### src/rtl/dog_sprite_renderer.sv
// dog_sprite_renderer: draws four rectangular dog boxes over a flat background.
// Per-dog state is snapshotted on frame_tick so a frame never tears. Two pipeline
// stages follow: a per-dog hit test, then priority resolution and colouring.
// Optional feature macro: DOG_SPRITE_FLASH_EN (frame counter driven hide/invert
// effects controlled by power_state).
module dog_sprite_renderer #(
  parameter int         SCREEN_W = 640,
  parameter int         SCREEN_H = 480,
  parameter int         BOX_W    = 48,
  parameter int         BOX_H    = 32,
  parameter logic [5:0] BG_RGB   = 6'b000001
) (
  input  logic       clk,
  input  logic       rst,
  input  logic       frame_tick,
  input  logic [9:0] hpos,
  input  logic [9:0] vpos,
  input  logic       pix_valid,
  input  logic [9:0] posx0,
  input  logic [9:0] posx1,
  input  logic [9:0] posx2,
  input  logic [9:0] posx3,
  input  logic [8:0] posy0,
  input  logic [8:0] posy1,
  input  logic [8:0] posy2,
  input  logic [8:0] posy3,
  input  logic [2:0] color_idx0,
  input  logic [2:0] color_idx1,
  input  logic [2:0] color_idx2,
  input  logic [2:0] color_idx3,
  input  logic [1:0] power_state0,
  input  logic [1:0] power_state1,
  input  logic [1:0] power_state2,
  input  logic [1:0] power_state3,
  output logic [5:0] rgb,
  output logic       rgb_valid
);

  // All box arithmetic is done at 11 bits so right/bottom edges never wrap.
  localparam logic [10:0] BOX_W11 = 11'(BOX_W);
  localparam logic [10:0] BOX_H11 = 11'(BOX_H);
  localparam logic [10:0] SCR_W11 = 11'(SCREEN_W);
  localparam logic [10:0] SCR_H11 = 11'(SCREEN_H);
  localparam logic [5:0]  WHITE   = 6'b111111;

  logic [3:0][9:0] posx_in;
  logic [3:0][8:0] posy_in;
  logic [3:0][2:0] color_in;

  assign posx_in  = {posx3, posx2, posx1, posx0};
  assign posy_in  = {posy3, posy2, posy1, posy0};
  assign color_in = {color_idx3, color_idx2, color_idx1, color_idx0};

  logic [3:0][9:0] sh_posx_q, sh_posx_d;
  logic [3:0][8:0] sh_posy_q, sh_posy_d;
  logic [3:0][2:0] sh_color_q, sh_color_d;

  logic [3:0]      in_box_q, in_box_d;
  logic [3:0]      on_edge_q, on_edge_d;
  logic [3:0]      invert_q, invert_d;
  logic [3:0][2:0] cidx_q, cidx_d;
  logic            valid_q, valid_d;

  logic [5:0]      rgb_q, rgb_d;
  logic            rgb_valid_q, rgb_valid_d;

`ifdef DOG_SPRITE_FLASH_EN
  logic [3:0][1:0] power_in;
  logic [3:0][1:0] sh_power_q, sh_power_d;
  logic [4:0]      frame_cnt_q, frame_cnt_d;

  assign power_in = {power_state3, power_state2, power_state1, power_state0};
`else
  logic unused_power;

  assign unused_power = ^{power_state3, power_state2, power_state1, power_state0};
`endif

  // Fixed 7-entry palette; index 0 is never drawn so its value is irrelevant.
  function automatic logic [5:0] palette(input logic [2:0] idx);
    case (idx)
      3'd1:    return 6'b110000;
      3'd2:    return 6'b001100;
      3'd3:    return 6'b000011;
      3'd4:    return 6'b111100;
      3'd5:    return 6'b110011;
      3'd6:    return 6'b001111;
      3'd7:    return 6'b101010;
      default: return 6'b000000;
    endcase
  endfunction

  logic [10:0] beam_x, beam_y;
  logic [3:0]  hit, on_border;

  assign beam_x = {1'b0, hpos};
  assign beam_y = {1'b0, vpos};

  for (genvar i = 0; i < 4; i++) begin : g_dog
    logic [10:0] left, top, right, bottom;
    assign left   = {1'b0, sh_posx_q[i]};
    assign top    = {2'b00, sh_posy_q[i]};
    assign right  = left + BOX_W11;
    assign bottom = top + BOX_H11;
    assign hit[i] = (sh_color_q[i] != 3'd0) &&
                    (beam_x >= left) && (beam_x < right) &&
                    (beam_y >= top) && (beam_y < bottom);
    assign on_border[i] = (beam_x == left) || (beam_x == right - 11'd1) ||
                          (beam_y == top) || (beam_y == bottom - 11'd1);
  end

  // Shadow capture on frame_tick and stage-1 per-dog hit/edge evaluation.
  always_comb begin
    sh_posx_d  = frame_tick ? posx_in  : sh_posx_q;
    sh_posy_d  = frame_tick ? posy_in  : sh_posy_q;
    sh_color_d = frame_tick ? color_in : sh_color_q;
    valid_d    = pix_valid && (beam_x < SCR_W11) && (beam_y < SCR_H11);
    cidx_d     = sh_color_q;
    in_box_d   = hit;
    invert_d   = 4'b0000;
`ifdef DOG_SPRITE_FLASH_EN
    sh_power_d  = frame_tick ? power_in : sh_power_q;
    frame_cnt_d = frame_tick ? frame_cnt_q + 5'd1 : frame_cnt_q;
    for (int i = 0; i < 4; i++) begin
      if ((sh_power_q[i] == 2'd1) && frame_cnt_q[3]) begin
        in_box_d[i] = 1'b0;
      end
      invert_d[i] = (sh_power_q[i] == 2'd2);
    end
`endif
    on_edge_d = in_box_d & on_border;
  end

  // Stage 2: lowest-index visible dog wins; edges white, interiors palette colour.
  always_comb begin
    rgb_d       = 6'b000000;
    rgb_valid_d = valid_q;
    if (valid_q) begin
      rgb_d = BG_RGB;
      for (int i = 3; i >= 0; i--) begin
        if (in_box_q[i]) begin
          rgb_d = on_edge_q[i] ? WHITE : (palette(cidx_q[i]) ^ {6{invert_q[i]}});
        end
      end
    end
  end

  // State register: shadows, pipeline stages and (optionally) frame counter.
  always_ff @(posedge clk) begin
    if (rst) begin
      sh_posx_q   <= '0;
      sh_posy_q   <= '0;
      sh_color_q  <= '0;
      in_box_q    <= '0;
      on_edge_q   <= '0;
      invert_q    <= '0;
      cidx_q      <= '0;
      valid_q     <= 1'b0;
      rgb_q       <= 6'b000000;
      rgb_valid_q <= 1'b0;
`ifdef DOG_SPRITE_FLASH_EN
      sh_power_q  <= '0;
      frame_cnt_q <= 5'd0;
`endif
    end else begin
      sh_posx_q   <= sh_posx_d;
      sh_posy_q   <= sh_posy_d;
      sh_color_q  <= sh_color_d;
      in_box_q    <= in_box_d;
      on_edge_q   <= on_edge_d;
      invert_q    <= invert_d;
      cidx_q      <= cidx_d;
      valid_q     <= valid_d;
      rgb_q       <= rgb_d;
      rgb_valid_q <= rgb_valid_d;
`ifdef DOG_SPRITE_FLASH_EN
      sh_power_q  <= sh_power_d;
      frame_cnt_q <= frame_cnt_d;
`endif
    end
  end

  assign rgb       = rgb_q;
  assign rgb_valid = rgb_valid_q;

endmodule
### config.mk
export PLATFORM = sky130hd
export DESIGN_NAME = dog_sprite_renderer
export DESIGN_NICKNAME = d
export VERILOG_FILES = /design/src/rtl/dog_sprite_renderer.sv
export SDC_FILE = /design/constraint.sdc
export NUM_CORES = 1
export LEC_CHECK = 0
export CAP_MARGIN = 20
export CORE_MARGIN = 2
export CORE_UTILIZATION = 40
export DETAILED_ROUTE_END_ITERATION = 7
export DONT_BUFFER_PORTS = 1
export PLACE_DENSITY_LB_ADDON = 0.25
export REMOVE_ABC_BUFFERS = 1
export SYNTH_ARGS = -nofsm -noshare
export SYNTH_HDL_FRONTEND = slang
export SYNTH_SLANG_ARGS = --single-unit
### constraint.sdc
create_clock -name clk -period 2.4 [get_ports clk]
set_clock_uncertainty 0.05 [all_clocks]
set_input_delay 0.48 -clock clk [delete_from_list [all_inputs] [get_ports clk]]
set_output_delay 0.48 -clock clk [all_outputs]
set_load 0.03 [all_outputs]
### Word-level counts from Yosys, hierarchy flattened

Cells that the tools add are included.

* magnitude comparators: 18
* mux-type cells: 12
* equality and inequality tests: 44
* add/subtract/negate cells: 16
* bitwise gates (word level): 2
* reductions and logical operators: 35

Operator list (count)
* $pmux 6 s7: 4
* $eq 10x11->1: 8
* $eq 3x3->1 const B: 16
* $mux 6: 8
* $add 10x6->11 const B: 4
* $lt 10x11->1: 4
* $sub 10x1->11 const B: 4
* $sub 11x1->11 const B: 4
* $add 9x6->10 const B: 4
* $eq 10x10->1: 4
* $eq 10x9->1: 4
* $ge 10x10->1: 4
* $ge 10x9->1: 4
* $lt 10x10->1: 4
* $eq 3x2->1 const B: 8
* $logic_and 1x1->1: 18
* $eq 3x1->1 const B: 4
* $logic_or 1x1->1: 12
* $reduce_bool 3->1: 4
* $lt 10x10->1 const B: 1
* $lt 10x9->1 const B: 1
* $and 4x4->4: 1
* $reduce_or 2->1: 1
* $not 1->1: 1

* bits in registers: 116
* logic and storage cells: 148
* bits of input ports: 120

### Depth between registers and ports, before layout

Gate-level depths: netlist (run 1).

* depth after elaboration: 7
* depth in mapped cells: 12
* depth with buffers taken out: 12

### Worst setup path before layout (run 1)

OpenSTA, ideal clock, no wires.

* path type: register to register
* from: register sh_posx_q, in the netlist g_dog[2].left[4]
* to: register on_edge_q[2]
* setup time: 92 ps
* required time: 2258 ps
* stages on the path, launching flop included: 13
* data arrival time: 2329 ps
* slack: -71 ps
* path through: dfxtp_1 -> inv_1 -> ha_1 -> xnor2_2 -> inv_1 -> ha_1 -> a211oi_1 -> nand2_1 -> o211ai_1 -> a31oi_1 -> nor4_1 -> nor3_1 -> nor4_1

* longest elaborated chain between the ends: 7

Ends and longest elaborated chain
* start: declaration: line 54 `logic [3:0][9:0] sh_posx_q, sh_posx_d;`
* start signal: assignment: line 166 `sh_posx_q <= sh_posx_d;`
* $add 10x6->11: line 103 `assign right = left + BOX_W11;`
* $sub 11x1->11: line 108 `assign on_border[i] = (beam_x == left) || (beam_x == right - 11'd1) ||`
* $eq 10x11->1: line 108
* $logic_or 1x1->1 (2 in a row): line 108
* $logic_or 1x1->1: line 109 `(beam_y == top) || (beam_y == bottom - 11'd1);`
* $and 4x4->4 *: line 131 `on_edge_d = in_box_d & on_border;`
* end signal: assignment: line 170 `on_edge_q <= on_edge_d;`
* end: declaration: line 59 `logic [3:0] on_edge_q, on_edge_d;`

Mark *: on every way between the ends. The rest lies on a longest branch, timed or not.
A chain may end at the register's enable or synchronous reset.

### Worst setup path in the final report (run 1)

* from: register sh_posy_q, in the netlist g_dog[2].top[6]
* to: register on_edge_q[2]

* longest elaborated chain between the ends: 5

Ends and longest elaborated chain
* start: declaration: line 55 `logic [3:0][8:0] sh_posy_q, sh_posy_d;`
* start signal: assignment: line 167 `sh_posy_q <= sh_posy_d;`
* $add 9x6->10: line 104 `assign bottom = top + BOX_H11;`
* $sub 10x1->11: line 109
* $eq 10x11->1: line 109
* $logic_or 1x1->1: line 109
* $and 4x4->4 *: line 131

Marks and branches as above.

==> summary by stage, run 1 <==
Logic synthesis
The fraction of synthesis flops using an asynchronous set or reset pin is 0%. The total number of yosys warnings is 0. The mapped netlist covers 10400 µm². The synthesized flop and latch total is 116. The number of synthesized flops with an enable pin is 0. Sequential cells were found to cover 22.4% of the synthesized design area.

The most used flip-flop cell after synthesis is dfxtp_1. In the synthesized netlist, the number of instances is 1259. The number of distinct standard cells referenced by the synthesized netlist is 76. The synthesized area divided by synthesized cell count is about 8.2 µm².

GRT
The pin count of the biggest net entering global routing is 107. The final global-route overflow total is 0. The first global-routing pass estimated 45.4 mm of wire. The initial antenna violation count came to 0. The global-route usage over all layers is 21.1%. The via count of the first global-routing pass is 9057.

Timing
Static timing analysis puts the maximum clock frequency at 414 MHz. Setup repair after global routing could not meet its margin everywhere. For the pin with the worst max-slew slack, the measured transition is 0.705 ns.

The portion of the clock cycle consumed by the worst path in the final layout is 101%. The count of endpoints failing hold in the final timing report was 0. The number of max-slew violations in the final report is 0.

The worst-case headroom to the max-slew limit is around 53%. The final worst setup slack is -0.0159 ns. Setup violations remaining at the end of the flow were counted as 1. The time the final worst path needs with I/O delays and setup is 2.42 ns.

Setup path
Walking the worst path, the cells encountered are ha_1 -> xnor2_2 -> ha_1 -> a21oi_1 -> nor2b_1 -> o21ai_0 -> o211ai_1 -> a31oi_1 -> o41ai_1 -> nor4_1. Counting both buffers and inverters, the worst setup path holds a total of 0. At the worst endpoint, the required time is 2.67 ns.

For the worst setup path, the data arrival time is 2.69 ns. The largest single stage delay on the critical path is 0.48 ns. STA classifies the critical path endpoint as a flip-flop.

On the critical path, the stage with the largest delay is an instance of dfxtp_1. On the critical path the largest part of the delay comes from compound AO/OA/AOI/OAI gates. In this run the critical register-to-register path is captured at on_edge_q[2]$_SDFF_PP0_. The number of cells on the critical path is 10. The critical path ends at on_edge_q[2]$_SDFF_PP0_. The origin of the critical flop-to-flop path is g_dog[2].top[6]$_SDFFE_PP0P_.

STA classifies the critical path startpoint as a flip-flop. The number of cells on the worst reg-to-reg path is 10. For flop-to-flop paths, the worst setup slack is -0.02 ns.

Along the worst path, the maximum fanout reaches 5. The most frequent cell on the critical path is ha_1. The classification of the worst setup path is reg2reg. The startpoint of the most critical setup path is g_dog[2].top[6]$_SDFFE_PP0P_.

Layout
The number of nets in the layout is 1587. Leaving out fill and tap cells, the most frequent cells in the layout are 151 x nor2_1, 134 x ha_1, 109 x inv_1. The diode insertion count for antenna repair is 0. The finished layout holds 1666 standard cells, fillers aside. Of the cells placed in the final design, the portion with a size suffix greater than 1 is 15.1%. The filler cells instantiated in the layout total 2447. Relative to the synthesized area, the layout overhead comes to 18.5%.

The most common cell after layout, fill and taps aside is nor2_1.

Clocking
The clock slew seen by the registers of the worst setup and hold paths is 0.06 ns. TritonCTS built the clock tree. The number of buffers added by the clock tree synthesis step is 17. The longest clock path from root to sink contains 2 buffers. The clock tree root buffer cell is clkbuf_16. The clock sink total is 116.

Clock latency on the worst-skew pair, taken at its later pin, is 0.43 ns. In this run the number of H-tree levels came out at 4.

Power and ir drop
The switching power summed over all nets is 1940 µW. The worst-case IR drop observed on VDD is about 370 µV. The clock network fraction of total power is roughly 40%. Per report_power, the combinational group accounts for 25.2% of the total. The internal power summed over all cells is 4420 µW. Net switching is between 30% and 40% of the power.

Sequential cells burn around a third of the power. The design draws between 6000 and 7000 µW. The power density over the cells is 519 nW/µm². For this design the static power due to leakage is 0.00514 µW.

Floorplan
The die extent in x is approximately 160 µm. For this design the top-level I/O count stands at 127. The number of placement rows is 58. The initial core utilization is 40.9%.

The floorplan step defined a die boundary enclosing 27200 µm². The die span in y is 165 µm. The standard cell core area is 25300 µm².

Placement
The number of placed instances with taps included is 1624. During placement, the flow inserted port buffers numbering 0. The HPWL after detailed placement is 20.7 mm. At the end of routability-driven placement, the weighted congestion stood at 0.860.

Routing
The final antenna-violating net count is 0. Detailed routing inserted a total of 9192 vias. The starting DRC count in detailed routing is 444. The detail-routed net length per standard cell is 17.0 µm.

The residual DRC count is 0. The total detailed-routing wirelength is 28.3 mm. The first detailed-routing pass took 5 iterations. Using the TritonRoute via totals, the vias-per-cell ratio works out to 5.52.

Flow run
Across the run, the number of max-cap violations was 0.

Outcome
The flow ran to the end, but the final reports show violations. The checks that failed: setup timing.

Min path
The worst hold path belongs to the class in2reg.
## layout make-up
class                           instances  area [µm²]  area share [%]
Inverter                              113         424            3.46
Timing Repair Buffer                   93         702            5.72
Multi-Input combinational cell        982        7790            63.5
Clock buffer                           18         439            3.58
Tap cell                              330         413            3.37
Sequential cell                       116        2340            19.1
Clock inverter                         14         151            1.23
## registers in the layout, summed over array words and instances, names as in the netlist
name	cells
cidx_d	12
cidx_q	12
g_dog.left	40
g_dog.top	36
in_box_q	4
on_edge_q	4
rgb	6
rgb_valid	1
rgb_valid_d	1
## metal layers
| metal | track usage (%) | part of all wire [%] | vias to the layer above |
|---|---|---|---|
| met5 | 0 | 0 | - |
| met1 | 26.4 | 46 | 4341 |
| met3 | 3.92 | 4.6 | 42 |
| met4 | 6.01 | 1.5 | 0 |
| met2 | 37.0 | 48 | 185 |
| li1 | - | - | 4624 |
## power groups by stage
| stage | logic (µW) | registers, µW | clock network, µW |
|---|---|---|---|
| final | 1600 | 2150 | 2610 |
| after floorplan | 1090 | 2170 | 0 |
| after global routing | 1810 | 2170 | 2750 |
| after detailed placement | 1480 | 2180 | 0 |
| after CTS | 1520 | 2140 | 2680 |
| after global placement | 1440 | 2180 | 0 |
## worst min-delay path by stage
| stage | start | to | slack [ns] | cells after the start |
|---|---|---|---|---|
| global placement | cidx_d[7]$_SDFFE_PP0P_ | cidx_q[7]$_SDFF_PP0_ | 0.42 | 1 |
| finish | rst | g_dog[1].left[6]$_SDFFE_PP0P_ | 0.07 | 1 |
| floorplan | cidx_d[10]$_SDFFE_PP0P_ | cidx_q[10]$_SDFF_PP0_ | 0.41 | 1 |
| detailed placement | cidx_d[7]$_SDFFE_PP0P_ | cidx_q[7]$_SDFF_PP0_ | 0.43 | 1 |
| CTS | rst | g_dog[1].left[6]$_SDFFE_PP0P_ | 0.05 | 1 |
| global route | rst | g_dog[1].left[6]$_SDFFE_PP0P_ | 0.05 | 1 |
## cells by family after synthesis
logic type | Yosys count | share of synthesized area (%)
AO/OA/AOI/OAI | 232 | 15.4
flip-flops | 116 | 22.4
XOR/XNOR | 123 | 10.8
adder cells (fa/ha/maj) | 147 | 17.7
buffers and inverters | 161 | 5.87
AND/OR/NAND/NOR | 390 | 19.1
multiplexers | 90 | 8.70
## per-stage QoR
stage          area [µm²]  hold WS, ns  setup TNS, ns  worst slack [ns]  util, %
2_1_floorplan       10200        0.406         -0.136           -0.0705        -
3_3_place_gp        11200        0.424        -0.0907           -0.0565     44.2
3_5_place_dp        11200        0.427         -0.341            -0.111     44.2
4_1_cts             11900       0.0523              0          0.000697     47.1
5_1_grt             12300       0.0474         -0.251            -0.148     48.4
6_report            12300       0.0698        -0.0159           -0.0159     48.4
## repair_timing
item,CTS,global route
buffers inserted,4,6
pin swaps,11,24
hold buffers,0,0
gates resized for setup,28,64
endpoints found under the setup margin,6,8
## cells in the mapped netlist, types with 6 or more instances
cell type,n,share of area [%]
nor2_1,153,5.5
ha_1,144,17
dfxtp_1,116,22
inv_1,112,4.1
xnor2_1,91,7.7
mux2i_1,90,8.7
o21ai_0,57,2.8
nand2_1,41,1.5
a21oi_1,35,1.7
nand3_1,34,1.6
nor2b_1,31,1.9
nor3_1,31,1.5
clkbuf_1,30,1.1
xor2_1,28,2.4
nand4_1,20,1.2
o211ai_1,19,1.4
o21a_1,19,1.4
nor4_1,17,1.0
buf_1,15,0.54
a31oi_1,11,0.66
a211oi_1,10,0.73
a21o_1,10,0.73
and3_1,9,0.54
and4_1,9,0.76
o2111ai_1,9,0.76
nand2b_1,8,0.48
nor3b_1,6,0.44
o21bai_1,6,0.44
No activity file was read; power rests on OpenSTA's default activity.
==> run 2: changes to the inputs <==
--- a/config.mk
+++ b/config.mk
@@ -7,11 +7,12 @@
 export LEC_CHECK = 0
 export CAP_MARGIN = 20
 export CORE_MARGIN = 2
-export CORE_UTILIZATION = 40
+export CORE_UTILIZATION = 59
 export DETAILED_ROUTE_END_ITERATION = 7
 export DONT_BUFFER_PORTS = 1
 export PLACE_DENSITY_LB_ADDON = 0.25
 export REMOVE_ABC_BUFFERS = 1
+export SKIP_CTS_REPAIR_TIMING = 1
 export SYNTH_ARGS = -nofsm -noshare
 export SYNTH_HDL_FRONTEND = slang
 export SYNTH_SLANG_ARGS = --single-unit
==> summary by stage, run 2 (synthesis gave the netlist of run 1 again) <==
Power and ir drop
The internal power summed over all cells came to 4420 µW (about the same). The power density over the cells is 524 nW/µm² (+1.1%). The clock network fraction of total power was 40.5% (-0.6 points). The static leakage power is 0.00509 µW (-1.0%). The overall power is 6290 µW (-1.2%). The switching fraction of total power is 29.8% (-0.78 points).

The worst vdd rail ir drop came to 586 µV (+60%). The combinational cell fraction of total power is 25.4% (+0.2 points). The switching power summed over all nets is 1870 µW (-3.7%).

The sequential share of power is 34.1% (+0.4 points).

Timing
The highest achievable clock rate was 400 MHz (-3.5%). The actual slew at the worst max-slew pin is 0.767 ns (+0.0613 ns). The count of endpoints failing hold in the final timing report is 0 (unchanged). The time the final worst path needs with I/O delays and setup is 2.50 ns (+0.0867 ns). The portion of the clock cycle consumed by the worst path in the final layout is 104% (+3.6 points). The number of max-slew violations in the final report is 0 (unchanged). The number of failing setup endpoints in the final timing report is 2 (+1). Setup repair after global routing could not meet its margin everywhere. The worst-case headroom to the max-slew limit was 48.5% (-4.1 points).

The sum of negative setup slack is -0.154 ns (-0.138 ns). The final worst setup slack was -0.103 ns (-0.0867 ns). The smallest hold slack was 0.0573 ns (-0.0125 ns).

Setup path
The most critical setup path has its startpoint at g_dog[3].left[5]$_SDFFE_PP0P_. The origin of the critical flop-to-flop path is g_dog[3].left[5]$_SDFFE_PP0P_. In this run the critical register-to-register path is captured at on_edge_q[3]$_SDFF_PP0_. The required arrival time at the worst endpoint was 2.67 ns (about the same). The arrival time of the worst setup path was 2.77 ns (+0.08 ns). The classification of the worst setup path is reg2reg. The setup slack on the worst flop-to-flop path was -0.10 ns (-0.09 ns). Following the worst setup path forward leads to its endpoint at on_edge_q[3]$_SDFF_PP0_. The worst-path maximum fanout is 3 (-2). The number of cells on the worst reg-to-reg path is 9 (-1). The worst setup path is captured at a flip-flop. The worst setup path is launched from a flip-flop.

Min path
In this run the worst hold path is classified as in2reg.

Routing
The final antenna-violating net count is 0 (unchanged). The detail-routed net length per standard cell came to 17.3 µm (+1.5%). The iteration count of the initial detailed-routing pass was 6 (+1).

The starting DRC count in detailed routing came to 420 (-5.4%). The total detailed-routing wirelength is 26.8 mm (-5.3%). The overall via count from detail_route is 9261 (+0.75%). The residual DRC count came to 0 (unchanged). The via count normalized by instance count is 5.96 (+8.0%).

GRT
The global-route wire length before repair is 42.2 mm (-7.0%). The global-route usage over all layers is 28.7% (+7.6 points). The pin count of the biggest net entering global routing is 107 (unchanged). The via count of the first global-routing pass is 8859 (-2.2%). The final global-route overflow total is 0 (unchanged). The initial antenna violation count was 0 (unchanged).

Flow run
The number of max-cap violations is 0 (unchanged).

Layout
The diode insertion count for antenna repair is 0 (unchanged). The ratio of cells with drive above 1 in the final layout is 14.5% (-0.60 points). The number of nets in the layout is 1580 (-0.44%). The flip-flop count of the largest register, all copies and words added is 40 (unchanged). The most common cell after layout, fill and taps aside is nor2_1. The library cells used most frequently in the layout, excluding fill and tap cells, are 151 x nor2_1, 136 x ha_1, 106 x inv_1. The layout-stage area growth over the synthesis result is 15.8%. The post-route core utilization was 69.6% (+21 points). The number of fillers in the final layout was 1328 (-46%).

Outcome
The flow ran to the end, but the final reports show violations. The final reports fail on setup timing.

Clocking
The number of buffers added by the clock tree synthesis step is 17 (unchanged). The clock sink total is 116 (unchanged). The clock network latency to the later pin of the worst-skew pair came to 0.43 ns (about the same). TritonCTS built the clock tree. The maximum buffer depth of the clock tree is 2 (unchanged). The level count of the clock H-tree is 4 (unchanged). The cell sitting at the root of the clock tree is a clkbuf_16. The clock slew seen by the registers of the worst setup and hold paths is 0.06 ns (about the same).

Floorplan
The total I/O pin count is 127 (unchanged). The total die area came to 18600 µm² (-31%). The standard cell core area came to 17200 µm² (-32%). The die extent in x is 136 µm (-17%). The number of placement rows is 48 (-17%). The die span in y is 136 µm (-17%). The initial core utilization is 60.1% (+19 points).

Placement
The setup slack after placement is -0.135 ns (-0.0233 ns). The number of buffers added on ports was 0 (unchanged). The final weighted congestion in routability-driven placement is 0.927 (+7.8%). The placed wire-length estimate after detailed placement came to 19.4 mm (-6.3%).
==> run 2: cell types whose count changed in the layout (fill, tap and decap cells not counted), sizes merged <==
| cell | change |
|---|---|
| buf | -7 |
| clkbuf | +2 |
| clkinv | -2 |
| clkinvlp | +3 |
| inv | -3 |
==> run 2: worst min-delay path by stage <==
stage                                  from                            end  slack [ns]  cells after the start
floorplan           cidx_d[10]$_SDFFE_PP0P_          cidx_q[10]$_SDFF_PP0_        0.41                      1
global placement     cidx_d[1]$_SDFFE_PP0P_           cidx_q[1]$_SDFF_PP0_        0.41                      1
detailed placement   cidx_d[6]$_SDFFE_PP0P_           cidx_q[6]$_SDFF_PP0_        0.42                      1
CTS                                     rst  g_dog[0].left[4]$_SDFFE_PP0P_        0.06                      1
global route                            rst  g_dog[0].left[3]$_SDFFE_PP0P_        0.05                      1
finish                                  rst  g_dog[0].left[4]$_SDFFE_PP0P_        0.06                      1
==> run 2: layout make-up <==
| class | count | area, µm² | area share, % |
|---|---|---|---|
| Clock buffer | 20 | 457 | 3.81 |
| Clock inverter | 12 | 130 | 1.09 |
| Inverter | 113 | 424 | 3.54 |
| Multi-Input combinational cell | 982 | 7720 | 64.3 |
| Sequential cell | 116 | 2340 | 19.5 |
| Tap cell | 225 | 282 | 2.35 |
| Timing Repair Buffer | 86 | 646 | 5.38 |
==> run 2: layer usage <==
| metal | GRT usage (%) | vias up | wire, µm |
|---|---|---|---|
| met2 | 50.7 | 274 | 13100 |
| li1 | - | 4601 | - |
| met3 | 6.52 | 62 | 1590 |
| met5 | 0 | - | 0 |
| met4 | 10.2 | 0 | 739 |
| met1 | 34.0 | 4324 | 11400 |
==> run 2: power groups by stage <==
stage	registers, µW	logic (µW)	clock network, µW
after CTS	2130	1500	2580
after floorplan	2170	1090	0
after detailed placement	2170	1480	0
after global placement	2170	1430	0
after global routing	2160	1790	2670
final	2140	1600	2550
==> run 2: worst max-delay path: stages (launching register included) <==
cell and delay (ns):
dfxtp_2 0.33, inv_2 0.05, ha_4 0.15, nand3b_1 0.22, xnor3_1 0.42, xnor2_1 0.17
nand3_1 0.13, a2111oi_4 0.44, a32oi_1 0.12, a2111oi_2 0.31
==> run 2: stage by stage <==
| step | instance area, µm² | std cells |
|---|---|---|
| 2_1_floorplan | 10200 | 1211 |
| 3_3_place_gp | 11100 | 1516 |
| 3_5_place_dp | 11100 | 1516 |
| 4_1_cts | 11600 | 1548 |
| 5_1_grt | 12000 | 1554 |
| 6_report | 12000 | 1554 |
